`config.mk`:
```
export PLATFORM = sky130hd
export DESIGN_NAME = inst_req_ctrl
export DESIGN_NICKNAME = d
export VERILOG_FILES = /design/src/rtl/inst_req_ctrl.sv
export SDC_FILE = /design/constraint.sdc
export NUM_CORES = 1
export LEC_CHECK = 0
export ABC_AREA = 1
export CELL_PAD_IN_SITES_DETAIL_PLACEMENT = 1
export CELL_PAD_IN_SITES_GLOBAL_PLACEMENT = 2
export CORE_ASPECT_RATIO = 0.9
export CORE_MARGIN = 3
export CORE_UTILIZATION = 19
export CTS_CLUSTER_SIZE = 40
export DETAILED_ROUTE_END_ITERATION = 10
export PLACE_DENSITY = 0.86
export SLEW_MARGIN = 20
export SYNTH_ARGS = -nofsm -noshare
export SYNTH_HDL_FRONTEND = slang
export SYNTH_SLANG_ARGS = --single-unit
```
`constraint.sdc`:
```
create_clock -name clk -period 2.8 [get_ports clk]
set_input_delay 0.42 -clock clk [delete_from_list [all_inputs] [get_ports clk]]
set_output_delay 0.42 -clock clk [all_outputs]
set_load 0.02 [all_outputs]
```
`src/rtl/inst_req_ctrl.sv`:
```
// -----------------------------------------------------------------------------
// inst_req_ctrl
//
// Instruction-fetch request controller sitting between the pre-IF stage and
// the instruction SRAM bridge. It issues fetch requests while fewer than
// MAX_OUTST fetches (counting one parked in the skid buffer) are outstanding.
// It tracks the in-flight count and, on a pipeline flush, converts every
// still-pending response into a "cancelled" one that is silently discarded
// when it comes back. Live responses either pass straight through to IF
// (zero latency) or park in a one-entry buffer until IF accepts them.
//
// Handshakes: every transfer is valid/ready. A transfer happens in exactly
// the cycle where valid and ready are both high. Valid never depends on
// ready. Fetch side: sram_req_o is valid and sram_addr_ok_i is ready.
// Delivery side: inst_valid_o is valid and if_allowin_i is ready.
//
// Optional feature: define INST_REQ_CTRL_DROP_CNT_EN to build a saturating
// 32-bit counter of discarded responses on drop_cnt_o. Without the macro,
// drop_cnt_o is tied to zero.
//
// Parameters
//   MAX_OUTST       maximum accepted-but-unreturned fetches (legal 1..3)
//   DATA_W          address / instruction width
// Ports
//   clk, rst_n      clock, asynchronous active-low reset
//   preif_req_i     pre-IF wants to fetch preif_addr_i this cycle
//   preif_addr_ok_o fetch accepted by memory this cycle
//   flush_i         cancel every in-flight fetch, clear the buffer
//   sram_req_o      request to memory bridge, sram_addr_o = preif_addr_i
//   sram_addr_ok_i  memory accepted the address
//   sram_data_ok_i  memory returns one instruction on sram_rdata_i
//   if_allowin_i    IF stage accepts inst_o this cycle
//   inst_valid_o    inst_o holds a live, non-cancelled instruction
//   state_o         FSM state (00 IDLE, 01 WAIT, 10 CANCEL)
//   drop_cnt_o      discarded-response count
// -----------------------------------------------------------------------------
module inst_req_ctrl #(
  parameter int MAX_OUTST = 2,
  parameter int DATA_W    = 32
) (
  input  logic              clk,
  input  logic              rst_n,
  input  logic              preif_req_i,
  input  logic [DATA_W-1:0] preif_addr_i,
  input  logic              flush_i,
  output logic              preif_addr_ok_o,
  output logic              sram_req_o,
  output logic [DATA_W-1:0] sram_addr_o,
  input  logic              sram_addr_ok_i,
  input  logic              sram_data_ok_i,
  input  logic [DATA_W-1:0] sram_rdata_i,
  input  logic              if_allowin_i,
  output logic              inst_valid_o,
  output logic [DATA_W-1:0] inst_o,
  output logic [1:0]        state_o,
  output logic [31:0]       drop_cnt_o
);

  typedef enum logic [1:0] {
    ST_IDLE   = 2'b00,
    ST_WAIT   = 2'b01,
    ST_CANCEL = 2'b10
  } state_t;

  state_t            state_q, state_d;
  logic [1:0]        outst_q, outst_d;
  logic [1:0]        cancel_q, cancel_d;
  logic              buf_valid_q, buf_valid_d;
  logic [DATA_W-1:0] buf_data_q, buf_data_d;

  logic [2:0]        occupancy;
  logic              addr_hs;
  logic              resp;
  logic              drop;
  logic              live;

  // Occupancy counts the buffered instruction as well as in-flight fetches,
  // so a response can never arrive with nowhere to go except when the
  // remaining in-flight response meets a full buffer (see assertion below).
  assign occupancy       = {1'b0, outst_q} + {2'b00, buf_valid_q};
  assign sram_req_o      = preif_req_i & ~flush_i & (occupancy < 3'(MAX_OUTST));
  assign sram_addr_o     = preif_addr_i;
  assign addr_hs         = sram_req_o & sram_addr_ok_i;
  assign preif_addr_ok_o = addr_hs;

  // A response with nothing outstanding is ignored so outst never wraps.
  assign resp = sram_data_ok_i & (outst_q != 2'd0);
  // A response is discarded if it lands in a flush cycle or is still owed
  // to an earlier flush.
  assign drop = resp & (flush_i | (cancel_q != 2'd0));
  assign live = resp & ~flush_i & (cancel_q == 2'd0);

  assign inst_valid_o = ~flush_i & (buf_valid_q | live);
  assign inst_o       = buf_valid_q ? buf_data_q : sram_rdata_i;
  assign state_o      = state_q;

  always_comb begin
    outst_d     = outst_q;
    cancel_d    = cancel_q;
    buf_valid_d = buf_valid_q;
    buf_data_d  = buf_data_q;
    state_d     = state_q;

    if (addr_hs && !resp) begin
      outst_d = outst_q + 2'd1;
    end else if (!addr_hs && resp) begin
      outst_d = outst_q - 2'd1;
    end

    // Flush reloads rather than adds: outst already includes any responses
    // still owed to an earlier flush, so merged counts stay exact.
    if (flush_i) begin
      cancel_d = outst_q - {1'b0, resp};
    end else if (drop) begin
      cancel_d = cancel_q - 2'd1;
    end

    if (flush_i) begin
      buf_valid_d = 1'b0;
    end else if (buf_valid_q) begin
      if (if_allowin_i) begin
        buf_valid_d = 1'b0;
      end
    end else if (live && !if_allowin_i) begin
      buf_valid_d = 1'b1;
      buf_data_d  = sram_rdata_i;
    end

    if (flush_i) begin
      if (cancel_d != 2'd0) begin
        state_d = ST_CANCEL;
      end else if (outst_d != 2'd0) begin
        state_d = ST_WAIT;
      end else begin
        state_d = ST_IDLE;
      end
    end else begin
      case (state_q)
        ST_IDLE: begin
          if (outst_d != 2'd0) state_d = ST_WAIT;
        end
        ST_WAIT: begin
          if (outst_d == 2'd0) state_d = ST_IDLE;
        end
        ST_CANCEL: begin
          if (cancel_d == 2'd0) begin
            state_d = (outst_d != 2'd0) ? ST_WAIT : ST_IDLE;
          end
        end
        default: state_d = ST_IDLE;
      endcase
    end
  end

  always_ff @(posedge clk or negedge rst_n) begin
    if (!rst_n) begin
      state_q     <= ST_IDLE;
      outst_q     <= 2'd0;
      cancel_q    <= 2'd0;
      buf_valid_q <= 1'b0;
      buf_data_q  <= '0;
    end else begin
      state_q     <= state_d;
      outst_q     <= outst_d;
      cancel_q    <= cancel_d;
      buf_valid_q <= buf_valid_d;
      buf_data_q  <= buf_data_d;
    end
  end

`ifdef INST_REQ_CTRL_DROP_CNT_EN
  logic [31:0] drop_cnt_q;

  always_ff @(posedge clk or negedge rst_n) begin
    if (!rst_n) begin
      drop_cnt_q <= 32'd0;
    end else if (drop && (drop_cnt_q != 32'hFFFF_FFFF)) begin
      drop_cnt_q <= drop_cnt_q + 32'd1;
    end
  end

  assign drop_cnt_o = drop_cnt_q;
`else
  assign drop_cnt_o = 32'd0;
`endif

  // A live response must never arrive while the buffer still holds one:
  // there is only one slot, and the buffered instruction must go out first.
  buf_no_overrun: assert property (@(posedge clk) disable iff (!rst_n)
    !(buf_valid_q && live));

endmodule

```
==> run_results.csv <==
group,metric,value,unit
outcome,outcome,"complete, no violations",
place,place_area,3199,sq um
logic_synthesis,synth-seq-area-share,0.3702,
sta,skew,0.003596,ns
logic_synthesis,synth_area_leader_cell,"dfrtp_1",
setup_path,criticalPathCategory,"in -> out",
layout,fin_nets,469,
layout,drive_gt1_frac,0.07576,
sta,holdWs,0.2811,ns
clock_tree,htree_num_levels,2,
place,place_inst,556,
power,p_leak,0.001608,uW
place,port_buffers,75,
logic_synthesis,yosys-top-cells-area,"dfrtp_1 37%, buf_4 18%, nand2_1 12%, o21ai_0 12%, inv_1 7.4%",
logic_synthesis,synth_edf_count,0,
die,ios,172,
logic_synthesis,synth_top_area_share,0.3702,
worst_hold_path,hold_class,"in -> async",
route,routed_wl,6.219,mm
setup_path,crit_fanout,5,
logic_synthesis,yosys_warnings,0,
clock_tree,clock_sinks,39,
clock_tree,clk_path_buf_depth,2,
logic_synthesis,post_synth_num_cell_types,24,
logic_synthesis,mappedNetlistArea,2636,sq um
grt,grt.busiest_layer,"met2",
logic_synthesis,syn_avg_cell_area,7.385,sq um
place,preCtsSetupSlack,0.2272,ns
sta,period_share,0.9085,
route,wl_per_cell,11.03,um
logic_synthesis,yosys-top-cells-count,"85 x nand2_1, 64 x buf_4, 63 x o21ai_0, 52 x inv_1, 39 x dfrtp_1",
route,vias,2147,
setup_path,reg2reg_slack,0.90,ns
place,routabilityCongestion,0.7337,
sta,hold_violations,0,
grt,grt_max_degree,59,
layout,nFillCells,1617,
layout,syn2layout_area_growth,27.86,%
route,drt-initial-drc-count,64,
route,antenna_left,0,
clock_tree,cts-root-buf,"clkbuf_16",
grt,grt_overflow,0,
die,row_count,40,
route,viasPerCell,3.807,
sta,fmax,393.1,MHz
die,core_area,13460,sq um
sta,fin_crit,2.544,ns
clock_tree,insertion_delay,0.28,ns
sta,slew_viol_final,0,
sta,layout_setup_ws,0.2561,ns
power,p_per_area,757.6,nW/um^2
setup_path,worstReg2RegStart,"outst_q[1]",
sta,rsz0062_at_grt,"false",
setup_path,cp-end-kind,"output port",
die,fp.dieArea,15330,sq um
layout,fin_cells,564,
logic_synthesis,synth_flop_cell,"dfrtp_1",
clock_tree,path_clk_slew,0.06,ns
die,die_w,130.2,um
logic_synthesis,ys_seq_elements,39,
power,ir_drop,0.2808,mV
layout,n_antenna_cell,0,
grt,grt_util_met1,0.1023,
job,drv_cap,0,
grt,antenna_found_initial,0,
route,first_pass_iters,4,
sta,tightest_slew,0.9227,ns
setup_path,required,2.38,ns
setup_path,ff2ff_path_depth,9,
grt,grt_util_met2,0.1356,
logic_synthesis,postSynthCellCount,357,
clock_tree,hold_buffers,0,
die,chipHeight,117.8,um
place,place_hpwl,4.734,mm
setup_path,crit_arrival,2.12,ns
logic_synthesis,synth_most_common_cell,"nand2_1",
grt,grt_pass1_wl,10.36,mm
grt,grt_pass1_vias,2195,
grt,grt_use_met3,0.02586,
setup_path,startpoint_type,"input port",
sta,final.setup.tns,0,ns
sta,setup-violations-final,0,
setup_path,critical_path.reg2reg.endpoint,"buf_data_q[29]",
sta,relSlewSlack,0.3849,
clock_tree,cts_tree,"yes",
layout,design_area,3371,sq um
die,start_util,0.1958,
grt,grt.total_usage,0.08211,
logic_synthesis,async_flop_share,1.000,
clock_tree,cts_inserted_buffers,5,
route,drc,0,
==> cells in the final DEF, fill, tap and decap left out, types with 3 or more instances in the layout <==
cell type and count:
nand3_1 7, clkdlybuf4s50_1 74, ha_1 3, conb_1 32
o21ai_1 3, dfrtp_1 38, clkbuf_16 5, o21ai_0 63
nand2_1 85, nor2_1 5, inv_1 52, nand2_2 6
==> layer usage <==
metal | vias to the layer above | wire [um]
met5 | - | 0
met4 | 0 | 41
met3 | 8 | 434
met2 | 58 | 3063
met1 | 1004 | 2680
li1 | 1077 | -
==> report_power, final <==
part           leakage [uW]  internal, uW  switching [uW]
sequential         0.000493           808             161
combinational       0.00103           388             543
clock             0.0000838           420             234
==> cells by family after synthesis <==
family                   synth area share
AO/OA/AOI/OAI                      0.1291
buffers and inverters              0.2886
flip-flops                         0.3702
AND/OR/NAND/NOR                    0.1965
other                            0.001422
adder cells (fa/ha/maj)           0.01424
==> state kept, by name, summed over array words and instances, names as in the netlist <==
name,flops
cancel_q,2
outst_q,2
state_o,2
buf_data_q,32
buf_valid_q,1
==> through the flow <==
step / utilization / power [uW]
5_1_grt: 0.2504 / 2791
3_3_place_gp: 0.2376 / 1876
6_report: 0.2504 / 2554
3_5_place_dp: 0.2376 / 1931
4_1_cts: 0.2502 / 2616
2_1_floorplan: - / 1665
==> cell type report <==
cell class	instances	area, sq um	area share
Inverter	54	215.2	0.06385
Tap cell	168	210.2	0.06236
Clock buffer	5	125.1	0.03712
Timing Repair Buffer	78	780.7	0.2316
Clock inverter	3	43.79	0.01299
Sequential cell	39	979.7	0.2906
Multi-Input combinational cell	217	1016	0.3014
==> worst max-delay path by stage <==
stage,slack [ns],end,startpoint,depth (start not counted)
2_1_floorplan,1.14,state_o[0],outst_q[1],14
3_3_place_gp,0.26,inst_valid_o,flush_i,5
3_5_place_dp,0.23,inst_valid_o,flush_i,5
4_1_cts,0.03,preif_addr_ok_o,buf_valid_q,4
5_1_grt,0.15,inst_o[9],buf_valid_q,4
6_report,0.26,inst_valid_o,flush_i,5
==> what timing repair did <==
item	CTS	global route
setup endpoints to repair	0	7
resized for setup	0	1
buffers inserted	0	0
==> worst max-delay path: stages <==
cell,delay (ns)
clkdlybuf4s50_1,0.66
nor3_4,0.30
inv_1,0.08
nand2_1,0.06
clkdlybuf4s50_1,0.60
Note: power is estimated with default switching activity, not from simulation.
